$ cat config.mk
export PLATFORM = sky130hd
export DESIGN_NAME = mips_branch_pc_unit
export DESIGN_NICKNAME = d
export VERILOG_FILES = /design/src/rtl/mips_branch_pc_unit.sv
export SDC_FILE = /design/constraint.sdc
export NUM_CORES = 1
export LEC_CHECK = 0
export ABC_AREA = 1
export CAP_MARGIN = 20
export CORE_MARGIN = 5
export CORE_UTILIZATION = 30
export DETAILED_ROUTE_END_ITERATION = 12
export PLACE_DENSITY = 0.62
export SKIP_LAST_GASP = 1
export SLEW_MARGIN = 5
export SYNTH_ARGS = -nofsm -noshare
export SYNTH_HDL_FRONTEND = slang
export SYNTH_SLANG_ARGS = --single-unit
$ cat constraint.sdc
create_clock -name clk -period 7.69 [get_ports clk]
set_input_delay 1.1535 -clock clk [delete_from_list [all_inputs] [get_ports clk]]
set_output_delay 1.1535 -clock clk [all_outputs]
set_load 0.01 [all_outputs]
$ cat src/rtl/mips_branch_pc_unit.sv
// mips_branch_pc_unit: MIPS-I PC/branch/jump unit with optional delay slot and halt; clk/reset/clk_enable, instr_readdata/rs_data/rt_data in; instr_address, active, branch_taken, link_we/link_reg/link_data out
module mips_branch_pc_unit #(
  parameter int          ADDR_W       = 32,
  parameter logic [31:0] RESET_VECTOR = 32'hBFC00000,
  parameter logic [31:0] HALT_ADDR    = 32'h0,
  parameter bit          DELAY_SLOT   = 1'b1
) (
  input  logic              clk,
  input  logic              reset,
  input  logic              clk_enable,
  input  logic [31:0]       instr_readdata,
  input  logic [31:0]       rs_data,
  input  logic [31:0]       rt_data,
  output logic [ADDR_W-1:0] instr_address,
  output logic              active,
  output logic              branch_taken,
  output logic              link_we,
  output logic [4:0]        link_reg,
  output logic [31:0]       link_data
);
  localparam logic [1:0] RUN = 2'd0, DELAY = 2'd1, HALTED = 2'd2;
  logic [1:0] state;
  logic [ADDR_W-1:0] target_q, target, pc4;
  logic [3:0] seg;
  logic [5:0] op;
  logic exec, jr, jalr, jmp, regimm, bcond, xfer, link, cond, halt;
  assign op = instr_readdata[31:26];
  assign jr = op == 6'd0 && instr_readdata[5:0] == 6'd8;
  assign jalr = op == 6'd0 && instr_readdata[5:0] == 6'd9;
  assign jmp = op[5:1] == 5'd1;
  assign regimm = op == 6'd1 && instr_readdata[19:17] == 3'd0;
  assign bcond = op[5:2] == 4'd1;
  assign xfer = jr || jalr || jmp || regimm || bcond;
  assign link = jalr || (jmp && op[0]) || (regimm && instr_readdata[20]);
  assign cond = op == 6'd4 ? rs_data == rt_data :
                op == 6'd5 ? rs_data != rt_data :
                op == 6'd6 ? $signed(rs_data) <= 0 :
                op == 6'd7 ? $signed(rs_data) > 0 :
                regimm ? instr_readdata[16] ^ rs_data[31] : 1'b1;
  assign pc4 = instr_address + ADDR_W'(4);
  assign seg = 4'(32'(pc4) >> 28);
  assign target = jr || jalr ? rs_data[ADDR_W-1:0] :
                  jmp ? ADDR_W'({seg, instr_readdata[25:0], 2'b00}) :
                  pc4 + ADDR_W'({{14{instr_readdata[15]}}, instr_readdata[15:0], 2'b00});
  assign exec = clk_enable && state != HALTED;
  assign branch_taken = exec && state == RUN && xfer && cond;
  assign link_we = exec && link;
  assign link_reg = jalr ? instr_readdata[15:11] : 5'd31;
  assign link_data = 32'(instr_address + ADDR_W'(DELAY_SLOT ? 8 : 4));
  assign active = state != HALTED;
  // halting happens on the edge that actually loads HALT_ADDR into the PC
  assign halt = state == DELAY ? target_q == ADDR_W'(HALT_ADDR) :
                !DELAY_SLOT && branch_taken && target == ADDR_W'(HALT_ADDR);
  always_ff @(posedge clk)
    if (reset) begin
      instr_address <= ADDR_W'(RESET_VECTOR);
      state <= RUN;
      target_q <= '0;
    end else if (exec) begin
      instr_address <= state == DELAY ? target_q : branch_taken && !DELAY_SLOT ? target : pc4;
      state <= halt ? HALTED : branch_taken && DELAY_SLOT ? DELAY : RUN;
      target_q <= branch_taken ? target : target_q;
    end
endmodule
==> results of run 1 <==
==> per-stage QoR <==
step	cells	util [%]	total power [mW]
finish	1791	39.5	1.28
global route	1791	39.5	1.35
CTS	1790	39.5	1.28
detailed placement	1774	38.1	0.821
global placement	1774	38.1	0.821
floorplan	1311	-	0.630
==> power by group through the flow <==
stage,Clock (mW),Sequential (mW),Combinational [mW]
finish,0.455,0.380,0.441
global route,0.478,0.382,0.486
CTS,0.459,0.380,0.437
detailed placement,0,0.387,0.434
global placement,0,0.387,0.434
floorplan,0,0.382,0.248
==> final cells by class <==
| cell class | instances | area share [%] |
|---|---|---|
| Clock inverter | 6 | 0.965 |
| Clock buffer | 10 | 2.42 |
| Inverter | 170 | 6.47 |
| Timing Repair Buffer | 176 | 17.7 |
| Tap cell | 330 | 4.19 |
| Multi-Input combinational cell | 1033 | 54.8 |
| Sequential cell | 66 | 13.4 |
==> placed cells by master, fill, tap and decap left out, types with 6 or more instances in the layout <==
cell	n
nand2_1	397
clkdlybuf4s50_1	170
inv_1	161
nor2_1	158
a21oi_1	109
nand3_1	68
dfxtp_1	66
xor2_1	52
o21ai_0	49
xnor2_1	38
ha_1	37
nand4_1	19
nor3_1	16
nand2_2	12
o211ai_1	11
nor2_2	9
clkbuf_16	9
inv_2	6
a21boi_0	6
==> sequential cells by signal, indices dropped and copies added, names as in the netlist <==
| name | cells |
|---|---|
| target_q | 32 |
| state | 2 |
| instr_address | 32 |
==> path summary, 6_finish.rpt <==
kind,cells past startpoint,end,from
max,9,branch_taken,instr_readdata[4]
min,2,state[0]$_SDFFE_PP0P_,state[0]$_SDFFE_PP0P_
max reg2reg,16,target_q[21]$_SDFFE_PP0P_,instr_address[2]$_SDFFE_PP0P_
min reg2reg,2,state[0]$_SDFFE_PP0P_,state[0]$_SDFFE_PP0P_
==> cells by family after synthesis <==
group           count (synthesis)  share of synthesized area [%]
flops                          66                           17.5
fa+ha+maj                      38                           6.40
compound gates                201                           14.7
buf+inv                       212                           11.0
xor+xnor                       90                           10.4
simple gates                  704                           39.9
==> cells in the mapped netlist, types with 5 or more instances <==
master,number
nand2_1,397
nand2_2,12
a21boi_0,6
xor2_1,52
dfxtp_1,66
inv_2,6
o21bai_1,5
nor2_1,159
clkbuf_1,23
nor2_2,8
buf_4,5
o21ai_0,49
a21oi_1,109
xnor2_1,38
ha_1,37
o211ai_1,11
nand4_1,19
nand3_1,68
nor3_1,16
inv_1,161
buf_2,11
nor4_1,5
==> worst max-delay path, cell delays in order <==
cell             delay, ns
clkdlybuf4s50_1       0.48
or2_1                 0.27
nor2_1                0.15
nand2_1               0.34
nand2_2               0.24
o21a_2                0.18
nand4_4               0.54
inv_2                 0.57
clkdlybuf4s50_1       0.63
==> routing by layer <==
| layer | GRT usage [%] | vias to the layer above | share of wire [%] | wire length [um] |
|---|---|---|---|---|
| li1 | - | 4460 | - | - |
| met1 | 29.4 | 3924 | 48 | 14200 |
| met2 | 30.3 | 347 | 42 | 12400 |
| met3 | 2.97 | 34 | 7.7 | 2260 |
| met4 | 5.01 | 0 | 2.1 | 631 |
| met5 | 0 | - | 0 | 0 |
==> metrics.csv, run 1 <==
metric,value,unit
vias in the first global route,8020,
switching part of the total,34.2,%
post-synthesis sequential area ratio,17.5,%
vias per inst,4.89,
# rows,58,
antenna violations before repair,0,
endpoints failing setup,0,
Clock Skew,0.0102,ns
# Max-Cap Violations,0,
htree depth,3,
Detail Route Antenna Nets,0,
vias,8765,
"Clk pin slew, worst setup/hold paths",0.06,ns
sequential share of power,29.8,%
period utilization,74.4,%
LEAKAGE,4.59,nW
IO buf count,170,
Layout Nets,1593,
Area after DPL,9520,um^2
TritonCTS clock tree,done,
hold_buf cts,0,
total wire length,29.5,mm
clock latency on the worst-skew pair,0.33,ns
required time worst endpoint,6.54,ns
Synth Flop Type,dfxtp_1,
Root Buffer,clkbuf_16,
Die X,169,um
status,finished clean,
detailed placement HPWL,24.7,mm
first-pass GRT wire length,45.2,mm
top cell type's share of synthesized area,19.7,%
Multi-input gate area,5400,um^2
Post-Syn Instances,1311,
ant diodes,0,
Sw Pwr,436,uW
drt pass-1 iters,5,
Combinational Power Share,34.6,%
# DRC,0,
Die Y,169,um
WL/cell,16.5,um
initial core utilization,30.2,%
max-slew violations,0,
Synth area leader,nand2_1,
1st-iter DRT viols,760,
critical path arrival,4.56,ns
largest net degree at the start of global routing,46,
post-layout minimum cycle time,5.72,ns
Tightest Hold Check Type,flop to flop,
Syn Std Cell Area,7550,um^2
dpl ws,1.99,ns
Resize count post-CTS,0,
clock power share,35.7,%
Setup Buffers After CTS,0,
worst-case headroom to the max-slew limit,33.7,%
R2R setup slack,3.65,ns
I/O pins,171,
CP Max Fanout,45,
final hold vios,0,
setup tns final,0,ns
Critical Path Source Type,input port,
GRT Overall Usage,19.9,%
Syn Area/Cell,5.76,um^2
yosys warns,0,
layout cells sized above 1,4.79,%
top post-synthesis cells by area,"nand2_1 (20%), dfxtp_1 (18%), inv_1 (8.0%), nor2_1 (7.9%), a21oi_1 (7.2%)",
Synth Register Bits,66,
"Async S/R FF share, synth",0,%
area grow syn2layout,30.6,%
WHS,0.493,ns
worst vdd ir,0.0881,mV
"Remaining Overflow, GRT",0,
worst slew pin tran,0.994,ns
Worst Setup End Kind,primary output,
crit path kind,input port to primary output,
PD cells,129,nW/um^2
Max Buffers Root-to-Sink,2,
Fill cells,2749,
FMAX,0.175,GHz
Die ar.,28400,um^2
Power Internal,840,uW
"Non-Filler Cell Area, Final",9860,um^2
syn nets,1448,
core area,25000,um^2
RSZ-0062 raised after global routing,false,
routability cong.,1.03,
Seq. cell area,1320,um^2
Final WS setup,1.97,ns
Post-synth EDFFs,0,
"Distinct cells, synth",48,
CTS sink count,66,
Num CTS Buffers,9,
Power figures use the tool's default switching activity.
==> run 2, diff against run 1 <==
==> constraint.sdc (replaced) <==
create_clock -name clk -period 5.5 [get_ports clk]
set_input_delay 0.825 -clock clk [delete_from_list [all_inputs] [get_ports clk]]
set_output_delay 0.825 -clock clk [all_outputs]
set_load 0.01 [all_outputs]
==> run 2 against run 1 <==
  * Critical path depth is the same
  * Worst setup slack lost 0.86 ns
  * Combinational power grew 43%
  * First-iteration DRC count shrank 15%
  * Via count shrank 0.27%
  * Utilization shrank 0.090 points
  * Sequential power grew 39%
  * Clock power grew 17%
  * Non-clock buffer count grew 4
  * Register-to-register slack lost 2.3 ns
  * Sequential cell count is the same
  * Critical path type unchanged
  * Hold slack lost 0.017 ns
==> metrics.csv, run 2 (synthesized netlist as in run 1, its figures left out) <==
metric,value,unit,change
worst vdd ir,0.113,mV,was 0.0881 mV
Num CTS Buffers,9,,unchanged
detailed placement HPWL,25.4,mm,was 24.7 mm
routability cong.,0.938,,was 1.03
Combinational Power Share,37.2,%,was 34.6%
largest net degree at the start of global routing,47,,was 46
"delay-heaviest family, CP",buffers and inverters,,unchanged
WL/cell,16.8,um,was 16.5 um
Setup Buffers After CTS,0,,unchanged
I/O pins,171,,unchanged
max layer used,met4,,unchanged
biggest regs,"instr_address: 32 flops, target_q: 32 flops, state: 2 flops",,unchanged
hold_buf cts,0,,unchanged
GRT Overall Usage,20.6,%,was 19.9%
"Remaining Overflow, GRT",0,,unchanged
CP max stage delay,0.62,ns,was 0.63 ns
Die X,169,um,unchanged
Power Internal,1.08,mW,was 840 uW
switching part of the total,36.2,%,was 34.2%
Resize count post-CTS,0,,unchanged
hold-critical path depth,2,,unchanged
Detail Route Antenna Nets,0,,unchanged
CP Depth,9,,unchanged
initial core utilization,30.2,%,unchanged
Fill cells,2790,,was 2749
RSZ-0062 raised after global routing,false,,unchanged
CP Max Fanout,22,,was 45
Buf/Inv on CP,3,,unchanged
post-layout minimum cycle time,4.39,ns,
layout cells sized above 1,5.05,%,was 4.79%
"Cell Chain, Critical Path",clkdlybuf4s50_1 -> or2_1 -> nor2_1 -> nand2_1 -> nand2_2 -> o21a_2 -> nand4_4 -> inv_2 -> clkdlybuf4s50_1,,unchanged
vias per inst,4.87,,was 4.89
antenna violations before repair,0,,unchanged
Die Y,169,um,unchanged
Tightest Hold Check Type,flop to flop,,unchanged
Worst R2R Path Depth,20,,was 16
total wire length,30.2,mm,was 29.5 mm
crit path kind,input port to primary output,,unchanged
clock power share,31.6,%,was 35.7%
Sw Pwr,613,uW,was 436 uW
Overall Power,1.69,mW,was 1.28 mW
IO buf count,170,,unchanged
Hold Startpoint,state[0]$_SDFFE_PP0P_,,unchanged
core area,25000,um^2,unchanged
PD cells,172,nW/um^2,was 129 nW/um^2
r2r startpoint,instr_address[4]$_SDFFE_PP0P_,,was instr_address[2]$_SDFFE_PP0P_
vias in the first global route,8295,,was 8020
worst slew pin tran,1.06,ns,was 0.994 ns
status,finished clean,,unchanged
FMAX,0.228,GHz,
# Max-Cap Violations,0,,unchanged
first-pass GRT wire length,46.6,mm,was 45.2 mm
Worst Setup End Kind,primary output,,unchanged
setup tns final,0,ns,unchanged
endpoints failing setup,0,,unchanged
# DRC,0,,unchanged
area grow syn2layout,30.3,%,was 30.6%
Critical Path Source Type,input port,,unchanged
Clock Skew,0.00428,ns,was 0.0102 ns
Max Buffers Root-to-Sink,2,,unchanged
CTS sink count,66,,unchanged
clock latency on the worst-skew pair,0.33,ns,about the same
final hold vios,0,,unchanged
worst-case headroom to the max-slew limit,28.9,%,was 33.7%
1st-iter DRT viols,644,,was 760
max-slew violations,0,,unchanged
LEAKAGE,4.58,nW,was 4.59 nW
critical path arrival,3.57,ns,was 4.56 ns
sequential share of power,31.2,%,was 29.8%
Die ar.,28400,um^2,unchanged
period utilization,79.8,%,
metal3 WL,2.02,mm,was 2.26 mm
vias,8741,,was 8765
cell repeated most along the worst path,clkdlybuf4s50_1,,unchanged
RR Endpoint,target_q[18]$_SDFFE_PP0P_,,was target_q[21]$_SDFFE_PP0P_
R2R setup slack,1.33,ns,was 3.65 ns
Root Buffer,clkbuf_16,,unchanged
Crit. Startpoint,instr_readdata[5],,was instr_readdata[4]
Worst Hold End,state[0]$_SDFFE_PP0P_,,unchanged
"commonest cells after routing, fill and taps aside","nand2_1 (397), clkdlybuf4s50_1 (170), inv_1 (161)",,unchanged
WL met2,13.1,mm,was 12.4 mm
"Clk pin slew, worst setup/hold paths",0.06,ns,about the same
drt pass-1 iters,5,,unchanged
ant diodes,0,,unchanged
M1 WL,14.5,mm,was 14.2 mm
CP max stage cell,clkdlybuf4s50_1,,unchanged
required time worst endpoint,4.68,ns,was 6.54 ns
TritonCTS clock tree,done,,unchanged
Layout Nets,1597,,was 1593
# rows,58,,unchanged
"commonest non-fill, non-tap cell in the layout",nand2_1,,unchanged
htree depth,3,,unchanged
run 2: cell count changes in the layout (fill, tap and decap cells not counted), sizes merged:
cell      before  now
inv          170  167
clkbuf        11   10
clkinvlp       0    2
buf            5   10
bufinv         2    0
clkinv         4    7
run 2: per-layer routing:
metal  GRT usage (%)  vias up
met1            29.5     3934
met3            3.64       27
li1                -     4478
met2            32.5      302
met4            4.62        0
met5               0        -
run 2: stage by stage:
step / util (%) / worst slack (ns) / instances / area [um^2] / hold slack [ns]
6_report: 39.4 / 1.11 / 1795 / 9830 / 0.475
3_3_place_gp: 38.3 / 1.18 / 1779 / 9550 / 0.469
5_1_grt: 39.4 / 0.881 / 1795 / 9830 / 0.500
4_1_cts: 39.4 / 1.08 / 1795 / 9830 / 0.476
2_1_floorplan: - / 2.56 / 1311 / 7550 / 0.454
3_5_place_dp: 38.3 / 1.05 / 1779 / 9550 / 0.467
run 2: worst reg2reg max path, stage by stage (launching register included):
cell	delay, ns
dfxtp_1	0.45
ha_1	0.29
inv_1	0.15
nor2_8	0.18
nand2_4	0.11
inv_1	0.08
nand2_2	0.09
nor2_2	0.23
xor2_1	0.19
buf_4	0.18
ha_1	0.25
nand2_1	0.24
nor2_1	0.09
nor2_1	0.28
nand3_1	0.36
nand2_1	0.18
nand2_1	0.07
nand2_1	0.05
nand3_1	0.08
a21boi_0	0.39
a21oi_1	0.11
run 2: worst max-delay path by stage:
stage / endpoint / slack (ns)
floorplan: target_q[28]$_SDFFE_PP0P_ / 2.56
global placement: branch_taken / 1.18
detailed placement: link_we / 1.05
CTS: link_we / 1.08
global route: link_we / 0.88
finish: branch_taken / 1.11
run 2: power by group through the flow:
stage	clock network (mW)	logic [mW]	registers (mW)
6_report	0.534	0.630	0.528
3_5_place_dp	0	0.624	0.538
4_1_cts	0.539	0.627	0.528
2_1_floorplan	0	0.346	0.534
5_1_grt	0.563	0.699	0.531
3_3_place_gp	0	0.622	0.538
run 2: area by class of cell:
cell class / instances / area, um^2 / area share [%]
multi-input cells: 1033 / 5400 / 54.9
repair buffers: 180 / 1780 / 18.1
flip-flops and latches: 66 / 1320 / 13.4
inverters: 170 / 638 / 6.49
well taps: 330 / 413 / 4.20
clock buffers: 10 / 239 / 2.43
clock inverters: 6 / 42.5 / 0.433
